[src/rtl/ex_pkg.sv]
// Shared definitions for the EX-stage M-extension sequencer: funct3 codes,
// FSM state encoding and the default datapath width.
package ex_pkg;

  localparam int XLEN_DEF = 32;

  localparam logic [2:0] F3_MUL    = 3'b000;
  localparam logic [2:0] F3_MULH   = 3'b001;
  localparam logic [2:0] F3_MULHSU = 3'b010;
  localparam logic [2:0] F3_MULHU  = 3'b011;
  localparam logic [2:0] F3_DIV    = 3'b100;
  localparam logic [2:0] F3_DIVU   = 3'b101;
  localparam logic [2:0] F3_REM    = 3'b110;
  localparam logic [2:0] F3_REMU   = 3'b111;

  typedef enum logic [1:0] {
    S_IDLE = 2'd0,
    S_BUSY = 2'd1,
    S_FIN  = 2'd2,
    S_DONE = 2'd3
  } state_t;

endpackage

[src/rtl/muldiv_step.sv]
// One iteration of the unsigned shift-add multiplier or restoring divider on a
// shared 2*XLEN accumulator: {hi, lo} = {partial product, multiplier} or {remainder, quotient}.
module muldiv_step
  import ex_pkg::*;
#(
  parameter int XLEN = XLEN_DEF
) (
  input  logic [2*XLEN-1:0] acc,
  input  logic [XLEN-1:0]   divisor,
  input  logic              is_div,
  output logic [2*XLEN-1:0] acc_next
);

  logic [XLEN:0]   mul_sum;
  logic [XLEN:0]   shifted;
  logic [XLEN-1:0] diff;
  logic            ge;

  always_comb begin
    mul_sum = {1'b0, acc[2*XLEN-1:XLEN]} + (acc[0] ? {1'b0, divisor} : {(XLEN+1){1'b0}});
    shifted = {acc[2*XLEN-1:XLEN], acc[XLEN-1]};
    ge      = shifted >= {1'b0, divisor};
    // When ge holds the true difference is below 2^XLEN, so the low bits are exact.
    diff    = shifted[XLEN-1:0] - divisor;
    if (is_div) begin
      acc_next = {(ge ? diff : shifted[XLEN-1:0]), acc[XLEN-2:0], ge};
    end else begin
      acc_next = {mul_sum, acc[XLEN-1:1]};
    end
  end

endmodule

[src/rtl/ex_muldiv_seq.sv]
// Multi-cycle RV32M sequencer for EX: latches operand magnitudes, iterates muldiv_step
// XLEN times, then restores signs and selects the result; stalls the pipeline meanwhile.
module ex_muldiv_seq
  import ex_pkg::*;
#(
  parameter int XLEN         = XLEN_DEF,
  parameter bit FAST_SPECIAL = 1'b1
) (
  input  logic            clk,
  input  logic            rst,
  input  logic            start,
  input  logic [2:0]      funct3,
  input  logic [XLEN-1:0] op_a,
  input  logic [XLEN-1:0] op_b,
  input  logic            flush,
  output logic            stall,
  output logic            result_valid,
  output logic [XLEN-1:0] result,
  output logic [1:0]      dbg_state
);

  localparam int CW = $clog2(XLEN);

  // Handshake: an op is taken on any edge where start=1, flush=0 and the sequencer is
  // IDLE or DONE; stall then stays high until the DONE cycle, which pulses result_valid.
  state_t state, state_next;
  logic   accept;

  logic            a_signed, b_signed, a_neg, b_neg, div0, ovf, special_now;
  logic [XLEN-1:0] abs_a, abs_b, special_val_now;

  logic [2:0]        fn_q;
  logic [2*XLEN-1:0] acc_q, acc_next;
  logic [XLEN-1:0]   opb_q, special_val_q, result_q, fin_value;
  logic              neg_ab_q, neg_a_q, special_q;
  logic [CW-1:0]     count_q;

  logic [2*XLEN-1:0] prod;
  logic [XLEN-1:0]   quot, rem;

  always_comb begin
    a_signed = (funct3 != F3_MULHU) && (funct3 != F3_DIVU) && (funct3 != F3_REMU);
    b_signed = a_signed && (funct3 != F3_MULHSU);
    a_neg    = a_signed & op_a[XLEN-1];
    b_neg    = b_signed & op_b[XLEN-1];
    abs_a    = a_neg ? -op_a : op_a;
    abs_b    = b_neg ? -op_b : op_b;
    div0     = funct3[2] && (op_b == '0);
    ovf      = funct3[2] && !funct3[0] && (op_a == {1'b1, {(XLEN-1){1'b0}}}) && (op_b == '1);
    special_now = div0 | ovf;
    if (div0) special_val_now = funct3[1] ? op_a : '1;
    else      special_val_now = funct3[1] ? '0 : op_a;
  end

  // FSM: state register
  always_ff @(posedge clk or posedge rst) begin
    if (rst) state <= S_IDLE;
    else     state <= state_next;
  end

  // FSM: next state
  always_comb begin
    state_next = state;
    if (flush) begin
      state_next = S_IDLE;
    end else begin
      case (state)
        S_IDLE, S_DONE: begin
          if (start) state_next = (FAST_SPECIAL && special_now) ? S_FIN : S_BUSY;
          else       state_next = S_IDLE;
        end
        S_BUSY:  if (count_q == '0) state_next = S_FIN;
        S_FIN:   state_next = S_DONE;
        default: state_next = S_IDLE;
      endcase
    end
  end

  // FSM: outputs
  always_comb begin
    accept       = start && !flush && ((state == S_IDLE) || (state == S_DONE));
    stall        = accept || (state == S_BUSY) || (state == S_FIN);
    result_valid = (state == S_DONE);
    dbg_state    = state;
  end

  muldiv_step #(.XLEN(XLEN)) u_step (
    .acc      (acc_q),
    .divisor  (opb_q),
    .is_div   (fn_q[2]),
    .acc_next (acc_next)
  );

  always_ff @(posedge clk or posedge rst) begin
    if (rst) begin
      fn_q          <= '0;
      acc_q         <= '0;
      opb_q         <= '0;
      neg_ab_q      <= 1'b0;
      neg_a_q       <= 1'b0;
      special_q     <= 1'b0;
      special_val_q <= '0;
      count_q       <= '0;
    end else if (accept) begin
      fn_q          <= funct3;
      acc_q         <= {{XLEN{1'b0}}, abs_a};
      opb_q         <= abs_b;
      neg_ab_q      <= a_neg ^ b_neg;
      neg_a_q       <= a_neg;
      special_q     <= special_now;
      special_val_q <= special_val_now;
      count_q       <= CW'(XLEN - 1);
    end else if (state == S_BUSY) begin
      acc_q   <= acc_next;
      count_q <= count_q - 1'b1;
    end
  end

  // Remainder follows the dividend's sign; quotient and product follow the sign XOR.
  always_comb begin
    prod = neg_ab_q ? -acc_q : acc_q;
    quot = neg_ab_q ? -acc_q[XLEN-1:0] : acc_q[XLEN-1:0];
    rem  = neg_a_q ? -acc_q[2*XLEN-1:XLEN] : acc_q[2*XLEN-1:XLEN];
    if (special_q)         fin_value = special_val_q;
    else if (!fn_q[2])     fin_value = (fn_q == F3_MUL) ? prod[XLEN-1:0] : prod[2*XLEN-1:XLEN];
    else                   fin_value = fn_q[1] ? rem : quot;
  end

  always_ff @(posedge clk or posedge rst) begin
    if (rst)                            result_q <= '0;
    else if ((state == S_FIN) && !flush) result_q <= fin_value;
  end

  assign result = result_q;

endmodule
[config.mk]
export PLATFORM = sky130hd
export DESIGN_NAME = ex_muldiv_seq
export DESIGN_NICKNAME = d
export VERILOG_FILES = /design/src/rtl/ex_pkg.sv /design/src/rtl/muldiv_step.sv /design/src/rtl/ex_muldiv_seq.sv
export SDC_FILE = /design/constraint.sdc
export NUM_CORES = 1
export LEC_CHECK = 0
export ABC_AREA = 1
export BUFFER_PORTS_ARGS = -buffer_cell sky130_fd_sc_hd__buf_2
export CAP_MARGIN = 20
export CORE_MARGIN = 2
export CORE_UTILIZATION = 55
export DETAILED_ROUTE_END_ITERATION = 10
export PLACE_DENSITY_LB_ADDON = 0.1
export SYNTH_ARGS = -nofsm -noshare
export SYNTH_HDL_FRONTEND = slang
export SYNTH_SLANG_ARGS = --single-unit
[constraint.sdc]
create_clock -name clk -period 7.71 [get_ports clk]
set_input_delay 1.542 -clock clk [delete_from_list [all_inputs] [get_ports clk]]
set_output_delay 1.542 -clock clk [all_outputs]
set_load 0.02 [all_outputs]
Word-level counts from Yosys, hierarchy flattened

Index checks and enable logic that the tools add are counted.

Memories kept: 0
Logic and storage cells: 78
Bits in registers: 173
Bits of input ports: 71
Bits in writable memories: 0
Latch bits: 0
Memory bits (read-only): 0

Eq/ne operators: 10
Bitwise logic cells: 4
Muxes and demuxes: 24
Divide/modulo/power cells: 0
Shift operators: 0
Multiply operators: 0
Reductions and logical operators: 21
Add/subtract/negate cells: 8
$lt $le $gt $ge: 1

Operator list:

| cell                 | number |
|---|---|
| $mux 32              | 13 |
| $mux 64              | 4 |
| $neg 32->32          | 4 |
| $eq 32x32->1 const B | 2 |
| $neg 64->64          | 1 |
| $add 32x33->33       | 1 |
| $ge 33x32->1         | 1 |
| $logic_not 32->1     | 1 |
| $sub 32x32->32       | 1 |
| $logic_and 1x1->1    | 10 |
| $mux 5               | 2 |
| $ne 3x3->1 const B   | 3 |
| $mux 2               | 4 |
| $ne 3x2->1 const B   | 2 |
| $pmux 2 s3           | 1 |
| $logic_not 5->1      | 1 |
| $sub 5x1->5 const B  | 1 |
| $eq 2x2->1 const B   | 2 |
| $logic_not 3->1      | 1 |
| $logic_or 1x1->1     | 3 |
| $and 1x1->1          | 2 |
| $eq 2x1->1 const B   | 1 |
| $logic_not 1->1      | 2 |
| $logic_not 2->1      | 1 |
| other kinds (4)      | 4 |

Logic depth before layout (Yosys ltp)

Gate-level depths: netlist of the first run.

Depth after elaboration: 9
Mapped depth: 20
Mapped depth without buffers: 18

Hierarchy

Synthesis of the first run repeated with hierarchy kept, for this count alone.

Cell total of the unflattened synthesis: 3,380
Area, all modules: 19,637.6 µm²

By module, submodules not included:

| module        | area an instance (µm²) | times used | cells an instance | sequential area each (µm²) |
|---|---|---|---|---|
| ex_muldiv_seq | 13,492.9               | 1          | 2,107             | 4,329.2 |
| muldiv_step   | 6,144.6                | 1          | 1,273             | 0.0 |

Worst setup path before layout of the first run

Ideal clock, no wire load.

Path type: input-to-output
Start: input port start
End: output port stall
Required time: 6,168 ps
Path buffers: 0
Arrival: 2,398 ps
Stages: 5
Slack: 3,770 ps
Cells stage by stage: inv_1 -> nor3_2 -> nor2_1 -> clkinv_1 -> or2_2

Word-level cells in the longest chain between the ends: 4

Ends and longest elaborated chain:

| what                           | line                | RTL |
|---|---|---|
| start: declaration             | ex_muldiv_seq.sv:11 | `input logic start,` |
| $logic_and 1x1->1 (2 in a row) | ex_muldiv_seq.sv:81 | `accept = start && !flush && ((state == S_IDLE) \|\| (state == S_DONE));` |
| $logic_or 1x1->1 (2 in a row)  | ex_muldiv_seq.sv:82 | `stall = accept \|\| (state == S_BUSY) \|\| (state == S_FIN);` |
| end: declaration               | ex_muldiv_seq.sv:16 | `output logic stall,` |

No other way between the ends.

Worst setup path after layout of the first run

Same ends and word-level chain as after synthesis.

==> run summary, run 1 <==
TritonCTS built the clock tree. The post-CTS setup buffer count came out at 0. The netlist area before placement came out at roughly 0.019 mm². The number of library cell types mapped by synthesis came out at 53. Setup violations remaining at the end of the flow were counted as 0.

Of the cells placed in the final design, the portion with a size suffix greater than 1 is 0.0614. The largest total area in the synthesized netlist belongs to nand2_1. The final estimated routing congestion in global placement is roughly 1.1.

For this run, the top clock speed supported by timing is roughly 230 MHz. The number of fill cells in the layout came out at between 3,000 and 4,000. The multi-input combinational cells in the finished layout cover a total of 0.0128 mm².

The share of total power dissipated in the clock network is 0.107. Ranked by total cell area, the synthesized netlist is headed by nand2_1, dfrtp_1, nand3_1, inv_1, nor2_1. The fraction of power consumed by combinational cells came out at 0.679. The insertion delay to the later sink of the worst-skew pair came out at ~0.47 ns.

The first-pass iteration count of the detailed router came out at 7. The growth of design area from synthesis to finish is 7.32%. The HPWL reported at the end of detailed placement is 62,300 µm. In this run the tightest slew margin relative to its limit is 0.244. The leakage component of the power is about 11 nW. The via-per-instance ratio came out at roughly 6.1. The final count of hold timing violations came out at 0. The internal portion of the total power is roughly 3.8 mW. The initial DRC count is around 3,500. The share of total power dissipated in sequential elements is 0.214. The number of pins with negative max-slew slack in the final report is 0. The final worst-path cycle share came out at 0.565. For the final routed database, the setup TNS stands at 0 ns. The number of instances in the synthesized netlist is around 3,400. After floorplanning, the core was sized to cover about 0.035 mm².

The total via count after detailed routing came out at around 24,000. For the pin with the worst max-slew slack, the measured transition is 1.13 ns. The total global-route track usage is 0.440. The die is roughly 190 µm wide. The total die area came out at between 0.03 and 0.04 mm². The count of cells resized by post-cts repair is 0. The launching element type of the critical path is an input port.

Data on the critical path is required at its endpoint by 6.17 ns. The worst setup timing slack at the placement stage is between 3 and 4 ns. The max-cap check violation count is 0.

The starting density of the core came out at 0.560. The post-cts hold buffer count is 0. Power spread over the standard cell area amounts to 456 mW/mm². Between clock sinks in the finished design, the worst skew comes to 0.0172 ns. The first-pass GRT wire length came out at 122,000 µm. The synthesized design contains approximately 170 register bits. The number of global-route vias before repair is roughly 21,000. Input and output buffers added on the ports amount to around 110. The post-synthesis area per instance is 5.66 µm². The total clock buffers created by CTS came out at 17.

STA classifies the critical path endpoint as an output port. The net switching share of the total power came out at 0.603. The analysis attributes to net switching a power of roughly 5.7 mW.

The die boundary height came out at approximately 190 µm. The routed length per placed instance came out at between 20 and 25 µm. The maximum ir drop on the vdd rail is ~0.32 mV. The routed design has between 80,000 and 90,000 µm of wire.

The shortest clock period the worst path allows after layout came out at ~4.4 ns. The clock-pin slew reported for the worst setup and hold paths after clock tree synthesis came out at about 0.070 ns. The maximum number of pins on one net before global-route repair is 140. The number of rows in the core area is 68. Setup repair after global routing left no endpoint under its margin. Counting along the longest clock path gives a buffer depth of 2. Global routing finished with a remaining overflow of 0. For this run, the post-layout net count is about 3,600. The area fraction of the dominant cell type after synthesis came out at 0.225. For the worst setup path, the data arrival time is between 2 and 3 ns. The area occupied by registers came out at 0.00433 mm². The CTS root buffer is clkbuf_16.

Setup slack closes at roughly 3.4 ns. The peak fanout along the critical path came out at 10. The worst setup path is of the input port to output port kind. The worst hold path belongs to the class flop to flop. The clock drives between 150 and 200 sinks. The total number of H-tree levels is 4. The fraction of the yosys area taken by sequential cells came out at 0.224.

The remaining antenna violation count came out at 0. The boundary pin count is 107. The run finished with clean final reports. Yosys printed 0 warnings.

The worst reg-to-reg setup slack is 4.13 ns. The initial antenna violation count came to 4. The residual DRC count is 0. The number of nets handed over by synthesis was about 3,600.
[logic make-up (layout without fill, tap and decap cells)]
logic type	count (synthesis)	count (layout)	synth area share
adders and majority gates	76	76	0.0500
xor gates and xnor gates	66	66	0.0299
other	0	1	0
DFF	173	173	0.224
buffers and inverters	578	613	0.116
AOI/OAI and AO/OA	495	495	0.142
and+or+nand+nor	2030	2030	0.438
[synthesized netlist by cell type (all sizes together)]
cell type and number:
o21ai 236, buf 33, a21oi 164, or2 7
o22ai 8, and3 1, a31oi 8, a21o 2
nand3 345, nor3 31, o311ai 2, inv 451
o221ai 1, nand3b 14, nor2 409, a22o 31
dfrtp 173, o31ai 1, nand4 50, xnor2 20
nor4 3, ha 74, a21boi 1, clkinv 6
o21a 1, o21bai 8, o211ai 6, xor2 46
clkbuf 88, fa 2, nand2 1168, and2 1
nor3b 1, a22oi 26
[registers in the layout, summed over array words and instances, names as in the netlist]
signal and flops:
count_q 5, neg_ab_q 1, opb_q 32, acc_q 64, fn_q 3, neg_a_q 1
special_val_q 32, special_q 1, result 32, dbg_state 2
[worst paths after layout]
check	endpoint	startpoint	cells past startpoint
max	stall	start	7
min in group asynchronous	result[8]$_DFFE_PP0P_	rst	2
max reg2reg	result[26]$_DFFE_PP0P_	acc_q[0]$_DFFE_PP0P_	16
min	result[14]$_DFFE_PP0P_	result[14]$_DFFE_PP0P_	2
min reg2reg	result[14]$_DFFE_PP0P_	result[14]$_DFFE_PP0P_	2
max in group asynchronous	fn_q[2]$_DFFE_PP0P_	rst	3
[cell type report]
| cell class | count | share of cell area |
|---|---|---|
| multi-input combinational | 2667 | 0.616 |
| sequential | 173 | 0.209 |
| inverter | 457 | 0.0832 |
| timing repair buffer | 124 | 0.0327 |
| tap | 455 | 0.0274 |
| clock buffer | 18 | 0.0207 |
| clock inverter | 14 | 0.0108 |
| antenna | 1 | 0.000121 |
[worst max-delay path: stages]
cell and delay (ns):
buf_2 0.10, inv_1 0.10, nor3_4 0.06, nor2_4 0.09, clkinv_1 0.34, or2_2 0.41, buf_2 0.16
[cell usage in the layout (no fill, tap or decap), types with 12 or more instances in the layout]
cell type / count
clkbuf_16: 17
nand3b_1: 14
nor2_2: 12
o21ai_1: 12
nor2_1: 392
a21oi_1: 162
xor2_1: 46
a22oi_1: 26
buf_2: 106
nand2_1: 1159
ha_1: 74
dfrtp_1: 171
buf_4: 17
nand3_1: 338
inv_1: 443
o21ai_0: 224
a22o_1: 31
nand4_1: 50
nor3_1: 26
xnor2_1: 20
[power by group through the flow]
stage          sequential [mW]  clock [mW]  combinational (mW)
2_1_floorplan             1.68           0                4.36
3_3_place_gp              1.95           0                6.01
3_5_place_dp              1.97           0                6.11
4_1_cts                   1.95        1.00                6.15
5_1_grt                   2.02        1.04                7.00
6_report                  2.03        1.01                6.42
[metrics by stage]
stage | area (µm²) | power (mW) | util | hold slack, ns | std cells
after floorplan | 19300 | 6.04 | - | 0.462 | 3418
after global placement | 20100 | 7.96 | 0.582 | 0.458 | 3876
after detailed placement | 20100 | 8.08 | 0.582 | 0.461 | 3876
after CTS | 20700 | 9.10 | 0.601 | 0.480 | 3908
after global routing | 20700 | 10.1 | 0.601 | 0.501 | 3908
final | 20700 | 9.46 | 0.601 | 0.480 | 3909
[routing by layer]
metal	routed length (µm)	GRT usage
met1	33600	0.635
met4	3130	0.157
met3	12300	0.132
met5	96	0
met2	31700	0.616
Note: power is estimated with default switching activity, not from simulation.
==> run 2, diff against run 1 <==
Clock period 7.71 ns to 4 ns, I/O delays scaled along.
==> run summary, run 2 (synthesized netlist as in run 1, its figures left out) <==
The deepest clock path buffer count was 2 (unchanged). The sequential share of power is 0.207 (-0.007). The critical path starts at dbg_state[0]$_DFFE_PP0P_. The sum of negative setup slack is 0 ns (unchanged). The shortest clock period the worst path allows after layout is 3.37 ns. The net switching power of the design came to 11.1 mW (+95%). The worst reg-to-reg setup slack is 0.81 ns (-3.32 ns). The count of cells resized by post-cts repair is 0 (unchanged).

After detailed routing, no signal wire sits above met4. The total power density per cell area was 874 mW/mm² (+92%). The placeable core area is 0.0345 mm² (unchanged). The number of global-route vias before repair is 21,200 (+0.21%). The peak fanout along the critical path was 10 (unchanged). The total die area came to 0.0367 mm² (unchanged). The HPWL reported at the end of detailed placement came out at 63,200 µm (+1.5%). The critical path is of the flop to output port type. The total routed wirelength is 80,900 µm (about the same). The first-pass iteration count of the detailed router came out at 7 (unchanged). The growth of design area from synthesis to finish is 7.91%. The highest-delay cell along the critical path is or2_2. The clock-pin slew reported for the worst setup and hold paths after clock tree synthesis came out at 0.09 ns (+0.02 ns).

The root buffer cell chosen for the clock tree is clkbuf_16. The number of flip-flops in the largest register came out at 64 (unchanged). The remaining antenna violation count is 0 (unchanged). The part of the total power dissipated in the clock network is 0.096 (-0.011).

The final setup violation count came out at 0 (unchanged). The final estimated routing congestion in global placement is 1.05 (-3.0%). The critical path goes through inv_1 -> ha_1 -> inv_1 -> nor3_4 -> nor2_4 -> clkinv_1 -> or2_2 -> buf_2.

The post-CTS setup buffer count came out at 0 (unchanged). The met3 routed wirelength came to 13,300 µm (+7.8%). The post-cts hold buffer count came to 0 (unchanged).

The maximum number of pins on one net before global-route repair is 85 (-39%). The launching element type of the critical path is a flop. The met2 wire length came out at 31,600 µm (-0.26%). Setup repair after global routing left no endpoint under its margin. The number of fill cells in the layout is 3,526 (+1.9%). The number of pins with negative max-slew slack in the final report came out at 0 (unchanged). The via-per-instance ratio came out at 6.03 (-0.81%).

The required time of the critical path is 3.20 ns (-2.97 ns). The starting density of the core is 0.560 (unchanged). The net switching share of the total power came out at 0.610 (+0.00779). The routed length per placed instance was 20.6 µm (-0.47%). The total global-route track usage came to 0.441 (about the same).

The initial antenna violation count is 1 (-3). The total number of H-tree levels was 4 (unchanged). The final count of hold timing violations is 0 (unchanged).

The area occupied by registers is 0.00433 mm² (unchanged). The routed length on met1 came out at 32,600 µm (-2.9%). STA classifies the critical path endpoint as an output port. The data arrival time of the critical path came to 2.57 ns (-0.24 ns). The insertion delay to the later sink of the worst-skew pair is 0.47 ns (about the same).

The internal portion of total power came out at 7.11 mW (+89%). The fraction of power consumed by combinational cells came out at 0.697 (+0.018). The leakage component of the power came to 11.3 nW (+0.68%). The ratio of cells with drive above 1 in the final layout is 0.0668 (+0.00542). The library cell used most frequently in the layout, excluding fill and tap cells, is nand2_1. The highest cell delay on the worst timing path is 0.45 ns (+0.04 ns). The worst setup timing slack at the placement stage is 0.941 ns (-2.27 ns). The flow ran to the end, and the final reports show no timing, DRC or antenna violations. The die boundary height is 191 µm (unchanged).

The first-pass GRT wire length is 122,000 µm (about the same). Static timing analysis puts the maximum clock frequency at 296 MHz. Of the available clock period, the critical path in the final layout requires 0.844. The number of placed cells counting well taps was 3,895 (+0.49%). The total via count after detailed routing came to 23,700 (-0.30%).

The boundary pin count came to 107 (unchanged). The number of nets in the final layout is 3,606 (+0.53%). The residual DRC count is 0 (unchanged). The path class of the tightest hold or removal check is input port to asynchronous set/reset pin. The initial DRC count was 3,294 (-4.9%). The measured slew at the worst slew-check pin came to 0.928 ns (-0.205 ns). The most used cell along the critical path is inv_1. The total overflow reported by the global router came out at 0 (unchanged). The register ranked first by flip-flop count is acc_q. The post-place instance area came out at 0.0203 mm² (+0.89%).

The max-cap check violation count came out at 0 (unchanged). The number of buffers added on ports came out at 106 (unchanged). In the layout the commonest cells are nand2_1, inv_1, nor2_1, nand3_1, o21ai_0. The worst register-to-register path begins at acc_q[0]$_DFFE_PP0P_. The final design area excluding fillers was 0.0209 mm² (+0.55%). The setup skew after layout is 0.0169 ns (-0.000292 ns). The worst hold slack after final layout is 0.393 ns (-0.0875 ns). The area of the multi-input gates is 0.0128 mm² (unchanged).

The horizontal extent of the die came out at 191 µm (unchanged). The number of rows in the core area is 68 (unchanged). The remaining max-slew budget at the tightest pin was 0.380 (+0.136). The final worst slack came to 0.625 ns (-2.73 ns). The total clock buffers created by CTS is 17 (unchanged).

The final standard cell count with taps included and fillers excluded is 3,929 (+0.51%). The CTS tree is done. The maximum ir drop on the vdd rail came out at 0.837 mV (+160%). The CTS sink count came out at 173 (unchanged).
## run 2: final timing paths
| path | to | cells past startpoint |
|---|---|---|
| max | stall | 8 |
| min in group clk | result[7]$_DFFE_PP0P_ | 2 |
| max reg2reg | acc_q[44]$_DFFE_PP0P_ | 14 |
| min reg2reg | result[7]$_DFFE_PP0P_ | 2 |
| min | result[10]$_DFFE_PP0P_ | 2 |
| max in group asynchronous | acc_q[46]$_DFFE_PP0P_ | 3 |
## run 2: area by class of cell
class,instances,area share
multi-input combinational,2667,0.613
sequential,173,0.208
inverter,457,0.0827
timing repair buffer,143,0.0411
tap,455,0.0273
clock buffer,18,0.0210
clock inverter,14,0.00708
antenna,2,0.000240
## run 2: critical path, delay by kind of cell (launching register included)
kind / cells / cell delay [ns]
fa+ha+maj: 1 / 0.33
simple gates: 3 / 0.61
flops: 1 / 0.44
buf+inv: 4 / 0.74
## run 2: stage by stage
stage,utilization,power (mW)
floorplan,-,11.6
detailed placement,0.587,15.8
finish,0.604,18.2
global placement,0.587,15.6
CTS,0.604,17.5
global route,0.604,19.4
## run 2: power by group through the flow
stage                     logic, mW  clock network [mW]  registers, mW
final                          12.7                1.75           3.78
after global routing           13.8                1.81           3.78
after CTS                      12.2                1.73           3.64
after detailed placement       12.1                   0           3.66
after global placement         12.0                   0           3.64
after floorplan                8.41                   0           3.23
## run 2: per-layer routing
metal / vias up / track usage
li1: 11000 / -
met1: 10700 / 0.629
met2: 1746 / 0.606
met3: 218 / 0.144
met4: 0 / 0.177
met5: - / 0
